`config.mk`:
```
export PLATFORM = sky130hd
export DESIGN_NAME = regfile_write_sched
export DESIGN_NICKNAME = d
export VERILOG_FILES = /design/src/rtl/regfile_write_sched.sv
export SDC_FILE = /design/constraint.sdc
export NUM_CORES = 1
export LEC_CHECK = 0
export ABC_AREA = 1
export CELL_PAD_IN_SITES_DETAIL_PLACEMENT = 2
export CELL_PAD_IN_SITES_GLOBAL_PLACEMENT = 2
export CORE_AREA = 2 2 96 98
export CTS_CLUSTER_DIAMETER = 80
export DETAILED_ROUTE_END_ITERATION = 10
export DIE_AREA = 0 0 98 100
export GPL_TIMING_DRIVEN = 0
export PLACE_DENSITY_LB_ADDON = 0.1
export SYNTH_ARGS = -nofsm -noshare
export SYNTH_HDL_FRONTEND = slang
export SYNTH_SLANG_ARGS = --single-unit
export TNS_END_PERCENT = 10
```
`constraint.sdc`:
```
create_clock -name clk -period 1.7 [get_ports clk]
set_input_delay 0.425 -clock clk [delete_from_list [all_inputs] [get_ports clk]]
set_output_delay 0.425 -clock clk [all_outputs]
set_load 0.02 [all_outputs]
```
`src/rtl/regfile_write_sched.sv`:
```
// regfile_write_sched: single-write-port scheduler for the 4x8 register file.
// Arbitrates one register-file write per cycle between three sources, highest
// priority first: RAM load returns, ALU results, then register ops
// (LOADIMM/MOV/IN). A per-register busy scoreboard tracks loads in flight and
// drives the WAW/RAW stalls.
// Optional feature macro: SCHED_FWD_EN. When it is defined, an OUT op whose
// source is busy only because its load returns this cycle takes ram_data
// directly. When it is undefined, that OUT stalls one cycle and reads the
// register file afterwards.
module regfile_write_sched #(
  parameter int DATA_W   = 8,
  parameter int ADDR_W   = 2,
  parameter int LOAD_LAT = 1
) (
  input  logic                     clk,
  input  logic                     rst,
  // ALU result write request
  input  logic                     alu_we,
  input  logic [ADDR_W-1:0]        alu_addr,
  input  logic [DATA_W-1:0]        alu_data,
  output logic                     alu_stall,
  // Load issue and RAM return data
  input  logic                     ld_req,
  input  logic [ADDR_W-1:0]        ld_addr,
  output logic                     ld_stall,
  input  logic [DATA_W-1:0]        ram_data,
  // Register ops
  input  logic                     op_valid,
  input  logic [1:0]               op_code,
  input  logic [ADDR_W-1:0]        op_dst,
  input  logic [ADDR_W-1:0]        op_src,
  input  logic [DATA_W-1:0]        imm,
  input  logic [DATA_W-1:0]        in_term,
  output logic                     op_stall,
  // Register file ports
  output logic [ADDR_W-1:0]        rd_addr,
  input  logic [DATA_W-1:0]        rd_data,
  output logic                     wr_en,
  output logic [ADDR_W-1:0]        wr_addr,
  output logic [DATA_W-1:0]        wr_data,
  // Scoreboard and terminal output
  output logic [(1<<ADDR_W)-1:0]   busy,
  output logic [DATA_W-1:0]        out_term,
  output logic                     out_valid
);

  localparam int NREG = 1 << ADDR_W;

  localparam logic [1:0] OP_LOADIMM = 2'b00;
  localparam logic [1:0] OP_MOV     = 2'b01;
  localparam logic [1:0] OP_OUT     = 2'b10;
  localparam logic [1:0] OP_IN      = 2'b11;

  // Only latencies 1..3 are supported by the RAM interface.
  if ((LOAD_LAT < 1) || (LOAD_LAT > 3)) begin : gLatCheck
    $error("regfile_write_sched: LOAD_LAT must be 1..3");
  end

  // Load pipeline: stage 0 holds the load accepted on the previous edge;
  // the last stage is the load whose data is on ram_data this cycle.
  logic [LOAD_LAT-1:0] pipeValid;
  logic [ADDR_W-1:0]   pipeAddr [LOAD_LAT];

  logic                retValid;
  logic [ADDR_W-1:0]   retAddr;

  logic                ldTake;
  logic                aluTake;
  logic                isOut;
  logic                usesSrc;
  logic                usesDst;
  logic                srcBlocked;
  logic                opTakeWrite;
  logic                opTakeOut;
  logic                outFwd;
  logic [DATA_W-1:0]   outNext;
  logic [DATA_W-1:0]   opWrData;
  logic [NREG-1:0]     busySetMask;
  logic [NREG-1:0]     busyClrMask;

  assign retValid = pipeValid[LOAD_LAT-1];
  assign retAddr  = pipeAddr[LOAD_LAT-1];
  assign rd_addr  = op_src;

  // Decode the register-op class: which ops read op_src and which write op_dst.
  always_comb begin
    isOut   = 1'b0;
    usesSrc = 1'b0;
    usesDst = 1'b0;
    case (op_code)
      OP_LOADIMM: begin
        usesDst = 1'b1;
      end
      OP_MOV: begin
        usesSrc = 1'b1;
        usesDst = 1'b1;
      end
      OP_OUT: begin
        isOut   = 1'b1;
        usesSrc = 1'b1;
      end
      OP_IN: begin
        usesDst = 1'b1;
      end
      default: begin
        isOut   = 1'b0;
        usesSrc = 1'b0;
        usesDst = 1'b0;
      end
    endcase
  end

  // An OUT reading a register whose load lands this very cycle may forward
  // ram_data; MOV never forwards because the load owns the write port.
  always_comb begin
    outFwd = 1'b0;
`ifdef SCHED_FWD_EN
    if (isOut && retValid && (retAddr == op_src)) begin
      outFwd = 1'b1;
    end else begin
      outFwd = 1'b0;
    end
`endif
    srcBlocked = busy[op_src] && !outFwd;
  end

  // Stall generation: hazards against the scoreboard, then write-port priority.
  always_comb begin
    ld_stall  = ld_req && busy[ld_addr];
    ldTake    = ld_req && !ld_stall;

    // Load return always wins the port; a busy destination is a WAW hazard.
    alu_stall = alu_we && (retValid || busy[alu_addr]);
    aluTake   = alu_we && !alu_stall;

    op_stall  = op_valid &&
                ((usesSrc && srcBlocked) ||
                 (usesDst && (busy[op_dst] || retValid || aluTake)));
    opTakeWrite = op_valid && !op_stall && usesDst;
    opTakeOut   = op_valid && !op_stall && isOut;
  end

  // Data an accepted register op writes into the register file.
  always_comb begin
    opWrData = {DATA_W{1'b0}};
    case (op_code)
      OP_LOADIMM: opWrData = imm;
      OP_MOV:     opWrData = rd_data;
      OP_IN:      opWrData = in_term;
      default:    opWrData = {DATA_W{1'b0}};
    endcase
  end

  // Write-port mux: load return, then ALU, then register op; idle drives zeros.
  always_comb begin
    wr_en   = 1'b0;
    wr_addr = {ADDR_W{1'b0}};
    wr_data = {DATA_W{1'b0}};
    if (retValid) begin
      wr_en   = 1'b1;
      wr_addr = retAddr;
      wr_data = ram_data;
    end else if (aluTake) begin
      wr_en   = 1'b1;
      wr_addr = alu_addr;
      wr_data = alu_data;
    end else if (opTakeWrite) begin
      wr_en   = 1'b1;
      wr_addr = op_dst;
      wr_data = opWrData;
    end else begin
      wr_en   = 1'b0;
      wr_addr = {ADDR_W{1'b0}};
      wr_data = {DATA_W{1'b0}};
    end
  end

  // Scoreboard update masks: set on load accept, clear as the load returns.
  always_comb begin
    busySetMask = {NREG{1'b0}};
    busyClrMask = {NREG{1'b0}};
    for (int r = 0; r < NREG; r++) begin
      busySetMask[r] = ldTake && (ld_addr == ADDR_W'(r));
      busyClrMask[r] = retValid && (retAddr == ADDR_W'(r));
    end
  end

  // Value captured into out_term when an OUT is taken.
  always_comb begin
    if (outFwd) begin
      outNext = ram_data;
    end else begin
      outNext = rd_data;
    end
  end

  // Load pipeline shift; reset drops every in-flight load.
  always_ff @(posedge clk or posedge rst) begin
    if (rst) begin
      pipeValid <= {LOAD_LAT{1'b0}};
      for (int i = 0; i < LOAD_LAT; i++) begin
        pipeAddr[i] <= {ADDR_W{1'b0}};
      end
    end else begin
      pipeValid[0] <= ldTake;
      pipeAddr[0]  <= ld_addr;
      for (int i = 1; i < LOAD_LAT; i++) begin
        pipeValid[i] <= pipeValid[i-1];
        pipeAddr[i]  <= pipeAddr[i-1];
      end
    end
  end

  // Busy scoreboard register; a register cannot be both set and cleared in one
  // cycle because a busy destination stalls the new load.
  always_ff @(posedge clk or posedge rst) begin
    if (rst) begin
      busy <= {NREG{1'b0}};
    end else begin
      busy <= (busy & ~busyClrMask) | busySetMask;
    end
  end

  // OUT terminal register and its one-cycle update pulse.
  always_ff @(posedge clk or posedge rst) begin
    if (rst) begin
      out_term  <= {DATA_W{1'b0}};
      out_valid <= 1'b0;
    end else begin
      out_valid <= opTakeOut;
      if (opTakeOut) begin
        out_term <= outNext;
      end else begin
        out_term <= out_term;
      end
    end
  end

endmodule

```
Yosys cells after proc, flatten, opt, wreduce, memory -nomap -nowiden --
Cells that the tools add are included.
Cells by class: add/sub/neg operators 0, multiply operators 0, bitwise gates (word level) 3, reductions and logical operators 30, order comparisons 4, div/mod/pow operators 0, eq/ne operators 9, muxes and demuxes 21, shift-type cells 0
Operators by type and width (count):
- 8-bit two-way mux | 3
- 8-bit case mux with 3 select lines | 1
- 1-bit logical AND | 18
- 2-bit == test (second input constant) | 6
- 2-bit by 3-bit less-than comparator with 1-bit output (second input constant) | 4
- 1-bit two-way mux | 10
- 1-bit binary-select mux with 2-bit select | 4
- 2-bit by 1-bit == test with 1-bit output (second input constant) | 3
- 2-bit logical NOT | 3
- 2-bit two-way mux | 3
- 4-bit AND | 1
- 1-bit logical OR | 4
- 4-bit NOT | 1
- 4-bit bitwise OR | 1
- 1-bit logical NOT | 3
- 3-bit OR reduction | 1
- 2-bit OR reduction | 1
Word-level totals: output and inout port bits 29, logic and storage cells 72, memories 0, bits in registers 16, memory bits (writable) 0, bits in read-only memories 0, input port bits 55, bits in latches 0

Longest topological paths before layout --
Gate-level depths: netlist (run 1).
depth in word-level cells 16, gate-level depth with buffers 11, mapped depth without buffers 11

Least setup slack after synthesis (run 1) --
No wires, ideal clock.
path type register to output, start point reg busy[1], end point out op_stall, slack -174 ps, path buffers 0, data required time 1275 ps, cell stages (with the launch flop) 7, data arrival time 1449 ps, cells stage by stage dfrtp_1 -> inv_1 -> a21oi_1 -> o21ai_0 -> nand2_1 -> nand2_1 -> a21boi_0
Between the ends: word-level cells in the longest chain between the ends 10, elaborated cells between the ends (all ways) 16, those cells by class mux (6); reduce/logical (10)
Ends and longest elaborated chain:
- from (decl) | line 42 | output logic [(1<<ADDR_W)-1:0] busy,
- from (signal assigned) | line 218 | busy <= {NREG{1'b0}};
- from (signal assigned) | line 220 | busy <= (busy & ~busyClrMask) | busySetMask;
- 1-bit binary-select mux with 2-bit select | line 133 | alu_stall = alu_we && (retValid || busy[alu_addr]);
- 1-bit two-way mux (not written as such) | line 133
- 1-bit logical OR | line 133
- 1-bit logical AND | line 133
- 1-bit logical NOT | line 134 | aluTake = alu_we && !alu_stall;
- 1-bit logical AND | line 134
- 1-bit logical OR | line 138 | (usesDst && (busy[op_dst] || retValid || aluTake)));
- 1-bit logical AND | line 138
- 1-bit logical OR * | line 137 | ((usesSrc && srcBlocked) ||
- 1-bit logical AND * | line 136 | op_stall = op_valid &&
- to (decl) | line 34 | output logic op_stall,
Mark *: on every way between the ends. The rest lies on a longest branch, timed or not. The select of a mux whose other input is x is not followed.

Worst setup path in the final report (run 1) --
start point in op_code[1], end point out wr_data[0]
Between the ends: word-level cells in the longest chain between the ends 12, elaborated cells between the ends (all ways) 19, those cells by class eq/ne (3); mux (6); reduce/logical (10)
Ends and longest elaborated chain:
- from (decl) | line 29 | input logic [1:0] op_code,
- 2-bit == test, or another cell as far along | line 90, 146
- 3-bit OR reduction (no source line) / 2-bit OR reduction (equally long branches)
- 1-bit two-way mux | line 90 | case (op_code)
- 1-bit logical AND, on equally long branches | line 138, 137
- 1-bit logical OR | line 137
- 1-bit logical AND | line 136
- 1-bit logical NOT | line 139 | opTakeWrite = op_valid && !op_stall && usesDst;
- 1-bit logical AND (2 in series) | line 139
- 8-bit two-way mux * | line 167 | end else if (opTakeWrite) begin
- 8-bit two-way mux * | line 163 | end else if (aluTake) begin
- 8-bit two-way mux * | line 159 | if (retValid) begin
- to (decl) | line 40 | output logic [DATA_W-1:0] wr_data,
Mark *: on every way between the ends. The rest lies on a longest branch, timed or not.

==> metrics.md, run 1 <==
| Metric | Value |
|---|---|
| Status | `finished, violations left` |
| Violations in the final reports | `negative setup slack` |
| Count of inserted antenna diode cells | `0` |
| Worst IR drop on VDD | `0.000635 V` |
| Clock root cell | `clkbuf_8` |
| Synthesized net count | `269` |
| Final worst-path setup slack | `-0.534 ns` |
| Level count of the clock H-tree | `1` |
| Share of flip-flops with an asynchronous set or reset | `100%` |
| Cell family with most CP delay | `buffers and inverters` |
| Fin util | `28.0%` |
| Final Hold Fails | `0` |
| Most utilized layer in the global route result | `met2` |
| Kind of critical path | `input pin to primary output` |
| Placeable Area | `8890 sq um` |
| Global-route met1 utilization | `15.9%` |
| Yosys warns | `0` |
| Synthesized flop and latch total | `16` |
| Primary FF master, synth | `dfrtp_1` |
| Leakage power total | `0.00126 uW` |
| Worst path cell trace | `dlygate4sd2_1 -> inv_1 -> ha_4 -> nand2_4 -> nand4_4 -> clkinvlp_4 -> nand2_2 -> nand3_2 -> buf_6` |
| TritonCTS Buffers | `3` |
| Buf/Inv on CP | `4` |
| Clock tree from TritonCTS | `built` |
| Count of flip-flops with a built-in enable after synthesis | `0` |
| Total congestion overflow | `0` |
| Worst path max stage delay | `0.28 ns` |
| Core Rows | `35` |
| Critical path data required time | `1.27 ns` |
| Number of distinct library cells after synthesis | `25` |
| Routed via count | `1627` |
| Clock Latency Late Sink | `0.24 ns` |
| Fraction of the yosys area taken by sequential cells | `31.2%` |
| Post-detailed-placement half-perimeter wirelength | `4730 um` |
| Synthesized area per cell | `6.14 sq um` |
| Maximum number of pins on one net before global-route repair | `17` |
| Number of cells produced by synthesis | `209` |
| Total power | `2520 uW` |
| Highest clock frequency the design can meet | `0.448 GHz` |
| Layout area overhead | `94.1%` |
| Type of origin of the critical path | `input pin` |
| Grt met3 use | `1.18%` |
| Layout cells sized above 1 | `25.7%` |
| Total global-route track usage | `11.6%` |
| Die height | `100 um` |
| Slowest stage cell, crit path | `dlygate4sd2_1` |
| Number of maximum-capacitance violations | `0` |
| Post-Route Skew | `0.000461 ns` |
| Via count normalized by instance count | `3.92` |
| Clock tree sinks | `16` |
| Total instance count after detailed placement | `403` |
| Power density over the cells | `1010 nW/um^2` |
| Portion of the clock cycle consumed by the worst path in the final layout | `131%` |
| Number of setup violations in the final report | `21` |
| Number of iterations in the first detailed-routing pass | `3` |
| Routed length per instance | `13.8 um` |
| Die Wd | `98 um` |
| Initial cell density of the core | `14.4%` |
| Post-synthesis cell area | `1280 sq um` |
| Number of nets still failing antenna checks after routing | `0` |
| Placement Setup Slack | `-1.32 ns` |
| Element type at the critical path end | `primary output` |
| I/O Pins | `84` |
| Post-layout instance count excluding filler cells | `415` |
| IO buf count | `83` |
| Routed WL | `5710 um` |
| Residual DRC | `0` |
| Crit-path max FO | `5` |
| Unrepaired setup endpoints after global routing | `yes` |
| Antenna violations before repair | `0` |
| Placer Congestion | `0.688` |
| WP data arrival | `1.81 ns` |
| Wire length of the first global-routing pass | `9130 um` |
| Worst Hold Class | `input pin to register` |
| Final critical delay including setup and external delays | `2.23 ns` |
| Final Max Tran Viols | `0` |
| Number of nets in the final layout | `365` |
| Met2 global-route usage | `19.7%` |
| Initial DRC Count | `9` |
| Clock Path Buffers | `2` |
| Final standard cell area without fillers | `2490 sq um` |
| Worst slew margin | `57.8%` |
| Transition time of the tightest slew-check pin | `0.632 ns` |
| Instance area at placement | `2310 sq um` |
| Floorplan die area | `9800 sq um` |
| Vias in the first global route | `1722` |
| Worst-path clk slew | `0.06 ns` |
-- area by class of cell --
type / count / area (sq um)
well taps: 111 / 139
repair buffers: 93 / 896
plain buffers: 3 / 18.8
fillers: 1061 / 6400
flip-flops and latches: 16 / 405
clock buffers: 4 / 45.0
multi-input cells: 157 / 860
inverters: 30 / 120
repair inverters: 1 / 7.51
-- report_power, final --
group / switching [uW] / leakage, uW / internal (uW) / total, uW
clock network: 126 / 0.0000228 / 166 / 292
logic: 823 / 0.00105 / 743 / 1570
registers: 127 / 0.000193 / 531 / 658
total: 1080 / 0.00126 / 1440 / 2520
-- per-layer routing --
metal  vias to the layer above  part of all wire [%]
met1                       757                    47
met3                         2                   3.1
met5                         -                     0
met4                         0                  0.63
met2                        35                    49
li1                        833                     -
-- flip-flops by register name, indices dropped and copies added (netlist names) --
name,flops
pipeAddr,2
out_term,8
busy,4
out_valid,1
pipeValid,1
-- cell usage in the layout, fill, tap and decap left out, types with 2 or more instances in the layout --
cell              n
clkdlybuf4s50_1  53
buf_2             2
clkdlybuf4s15_2   2
clkbuf_8          3
inv_1            22
nor2_1            2
dfrtp_1          12
dfrtp_2           4
dlygate4sd2_1    10
nand2_1          94
buf_4            14
nand2_4           2
inv_2             5
o21ai_1           2
nand3_1          12
nand3_2          12
clkbuf_1          2
clkdlybuf4s15_1   2
nand2_2          12
o21ai_0           6
buf_6            12
nand4_4           2
ha_1              3
-- synth_stat cells (2+ instances only) --
master,number,share of area [%]
nand2_1,106,31
inv_1,26,7.6
nand3_1,23,9.0
dfrtp_1,16,31
o21ai_0,7,2.7
ha_1,5,4.9
clkbuf_1,3,0.88
a21boi_0,2,1.2
a21oi_1,2,0.78
buf_4,2,1.2
inv_2,2,0.59
nor2_1,2,0.59
-- what timing repair did --
item | 4_1_cts | 5_1_grt
buffers inserted | 7 | 3
hold endpoints to repair | 0 | 0
cloned | 1 | 0
pin swaps | 11 | 7
endpoints found under the setup margin | 28 | 22
hold buffers | 0 | 0
resized for setup | 121 | 7
-- through the flow --
step	hold slack (ns)	setup TNS, ns
4_1_cts	0.451	-6.02
3_5_place_dp	0.473	-21.84
5_1_grt	0.462	-8.67
2_1_floorplan	0.339	-0.202
6_report	0.453	-5.67
3_3_place_gp	0.464	-21.54
-- cells by family after synthesis --
group	Yosys count	share of synthesized area, %
and+or+nand+nor	137	45.8
buffers and inverters	36	11.3
DFF	16	31.2
AOI/OAI and AO/OA	15	6.82
adders and majority gates	5	4.87
-- worst paths after layout --
check                                              from                 endpoint  slack (ns)  depth (start not counted)
worst min-delay path                         ld_addr[0]    pipeAddr[0]$_DFF_PP0_        0.45                          1
worst max-delay path                         op_code[1]               wr_data[0]       -0.53                          9
worst min register to register  out_term[7]$_DFFE_PP0P_  out_term[7]$_DFFE_PP0P_        0.49                          2
min in group asynchronous                           rst        busy[3]$_DFF_PP0_        0.56                          2
max in group asynchronous                           rst        busy[1]$_DFF_PP0_        0.70                          2
worst max register to register        busy[0]$_DFF_PP0_  out_term[6]$_DFFE_PP0P_       -0.01                         13
Power figures use the tool's default switching activity.
==> inputs of run 2 (changes only) <==
MAX_ROUTING_LAYER = met4   (was not set)
==> metrics.md, run 2 (synthesis results as in run 1) <==
| Metric | Value |
|---|---|
| Vias in the first global route | `1722 (unchanged)` |
| Core Rows | `35 (unchanged)` |
| Post-Route Skew | `0.000981 ns (+0.000520 ns)` |
| Type of origin of the critical path | `input pin` |
| Final critical delay including setup and external delays | `2.24 ns (+0.00351 ns)` |
| Initial cell density of the core | `14.4% (unchanged)` |
| Layout area overhead | `94.1% (unchanged)` |
| Quantity of hold-fixing buffers added after cts | `0 (unchanged)` |
| Clock root cell | `clkbuf_8` |
| Highest clock frequency the design can meet | `0.447 GHz (-0.16%)` |
| Final worst-path setup slack | `-0.538 ns (-0.00351 ns)` |
| Maximum number of pins on one net before global-route repair | `17 (unchanged)` |
| Largest registers in the final layout | `out_term (8), busy (4), pipeAddr (2)` |
| Floorplan die area | `9800 sq um (unchanged)` |
| Wire length of the first global-routing pass | `9140 um (+0.15%)` |
| I/O Pins | `84 (unchanged)` |
| Kind of critical path | `input pin to primary output` |
| Status | `finished, violations left` |
| Portion of the clock cycle consumed by the worst path in the final layout | `132% (+0.21 points)` |
| Most frequent standard cell in the layout excluding fill and tap cells | `nand2_1` |
| Residual DRC | `0 (unchanged)` |
| Die height | `100 um (unchanged)` |
| Placer Congestion | `0.695 (+1.0%)` |
| Level count of the clock H-tree | `1 (unchanged)` |
| Commonest cells after routing, fill and taps aside | `94 x nand2_1, 53 x clkdlybuf4s50_1, 22 x inv_1` |
| Worst Hold Class | `input pin to register` |
| Worst IR drop on VDD | `0.000635 V (about the same)` |
| Number of setup violations in the final report | `22 (+4.8%)` |
| Antenna violations before repair | `0 (unchanged)` |
| TritonCTS Buffers | `3 (unchanged)` |
| Total congestion overflow | `0 (unchanged)` |
| Final Max Tran Viols | `0 (unchanged)` |
| Final Hold Fails | `0 (unchanged)` |
| Routed via count | `1623 (-0.25%)` |
| Total power | `2520 uW (about the same)` |
| Unrepaired setup endpoints after global routing | `yes` |
| Clock tree sinks | `16 (unchanged)` |
| Number of iterations in the first detailed-routing pass | `3 (unchanged)` |
| Via count normalized by instance count | `3.91 (-0.25%)` |
| Routed WL | `5700 um (about the same)` |
| Max reg flops | `8 (unchanged)` |
| Worst-path clk slew | `0.06 ns (about the same)` |
| WP data arrival | `1.81 ns (about the same)` |
| Summed negative setup slack over all endpoints | `-5.72 ns (-0.0564 ns)` |
| Multi-input gate area in the final layout | `860 sq um (unchanged)` |
| Transition time of the tightest slew-check pin | `0.640 ns (+0.00737 ns)` |
| Placeable Area | `8890 sq um (unchanged)` |
| IO buf count | `83 (unchanged)` |
| Fillers | `1061 (unchanged)` |
| Routed length per instance | `13.7 um (about the same)` |
| Violations in the final reports | `negative setup slack` |
| Critical path data required time | `1.27 ns (about the same)` |
| Power density over the cells | `1010 nW/um^2 (about the same)` |
| Crit-path max FO | `5 (unchanged)` |
| Worst slew margin | `57.3% (-0.49 points)` |
| Total global-route track usage | `12.0% (+0.37 points)` |
| Layout cells sized above 1 | `25.7% (unchanged)` |
| Count of inserted antenna diode cells | `0 (unchanged)` |
| Area taken by flip-flops and latches | `405 sq um (unchanged)` |
| Reg with most FFs | `out_term` |
| Leakage power total | `0.00126 uW (unchanged)` |
| Number of nets still failing antenna checks after routing | `0 (unchanged)` |
| Clock Latency Late Sink | `0.24 ns (about the same)` |
| Initial DRC Count | `9 (unchanged)` |
| Element type at the critical path end | `primary output` |
| Post-detailed-placement half-perimeter wirelength | `4730 um (unchanged)` |
| Number of maximum-capacitance violations | `0 (unchanged)` |
| Die Wd | `98 um (unchanged)` |
| Clock tree from TritonCTS | `built` |
| Clock Path Buffers | `2 (unchanged)` |
| Number of nets in the final layout | `365 (unchanged)` |
-- run 2: worst paths after layout --
check / start / end / slack (ns) / cells past startpoint
setup / recovery: op_code[1] / wr_data[0] / -0.54 / 9
hold reg to reg: out_term[7]$_DFFE_PP0P_ / out_term[7]$_DFFE_PP0P_ / 0.49 / 2
min in group asynchronous: rst / out_term[2]$_DFFE_PP0P_ / 0.56 / 2
max in group asynchronous: rst / busy[1]$_DFF_PP0_ / 0.69 / 2
setup reg to reg: busy[0]$_DFF_PP0_ / out_term[6]$_DFFE_PP0P_ / -0.02 / 13
hold / removal: ld_addr[0] / pipeAddr[0]$_DFF_PP0_ / 0.45 / 1
-- run 2: timing repair --
action	4_1_cts	5_1_grt
gates resized for setup	121	7
pin swaps	11	7
cloned	1	0
setup endpoints to repair	28	22
buffers inserted	7	3
-- run 2: layout make-up --
class / instances / share of cell area (%)
clock buffers: 4 / 1.81
inverters: 30 / 4.82
repair inverters: 1 / 0.301
multi-input cells: 157 / 34.5
well taps: 111 / 5.58
plain buffers: 3 / 0.753
repair buffers: 93 / 36.0
flip-flops and latches: 16 / 16.3
-- run 2: report_power, final --
group          total (uW)  switching (uW)  internal [uW]
Combinational        1570             823            743
Sequential            657             126            531
Clock                 293             127            166
-- run 2: through the flow --
stage,area (sq um),util [%],hold slack (ns),worst slack (ns),instances
2_1_floorplan,1340,-,0.339,-0.0202,209
3_3_place_gp,2310,26.0,0.464,-1.30,403
3_5_place_dp,2310,26.0,0.473,-1.32,403
4_1_cts,2450,27.5,0.451,-0.567,412
5_1_grt,2490,28.0,0.462,-0.648,415
6_report,2490,28.0,0.452,-0.538,415
-- run 2: per-layer routing --
layer / track usage, % / wire length (um)
met1: 16.0 / 2710
met2: 19.7 / 2780
met3: 1.18 / 177
met4: 2.88 / 36
met5: - / 0
-- run 2: worst max-delay path, cell delays in order --
cell           delay, ns
dlygate4sd2_1       0.28
inv_1               0.12
ha_4                0.28
nand2_4             0.06
nand4_4             0.13
clkinvlp_4          0.20
nand2_2             0.12
nand3_2             0.07
buf_6               0.13
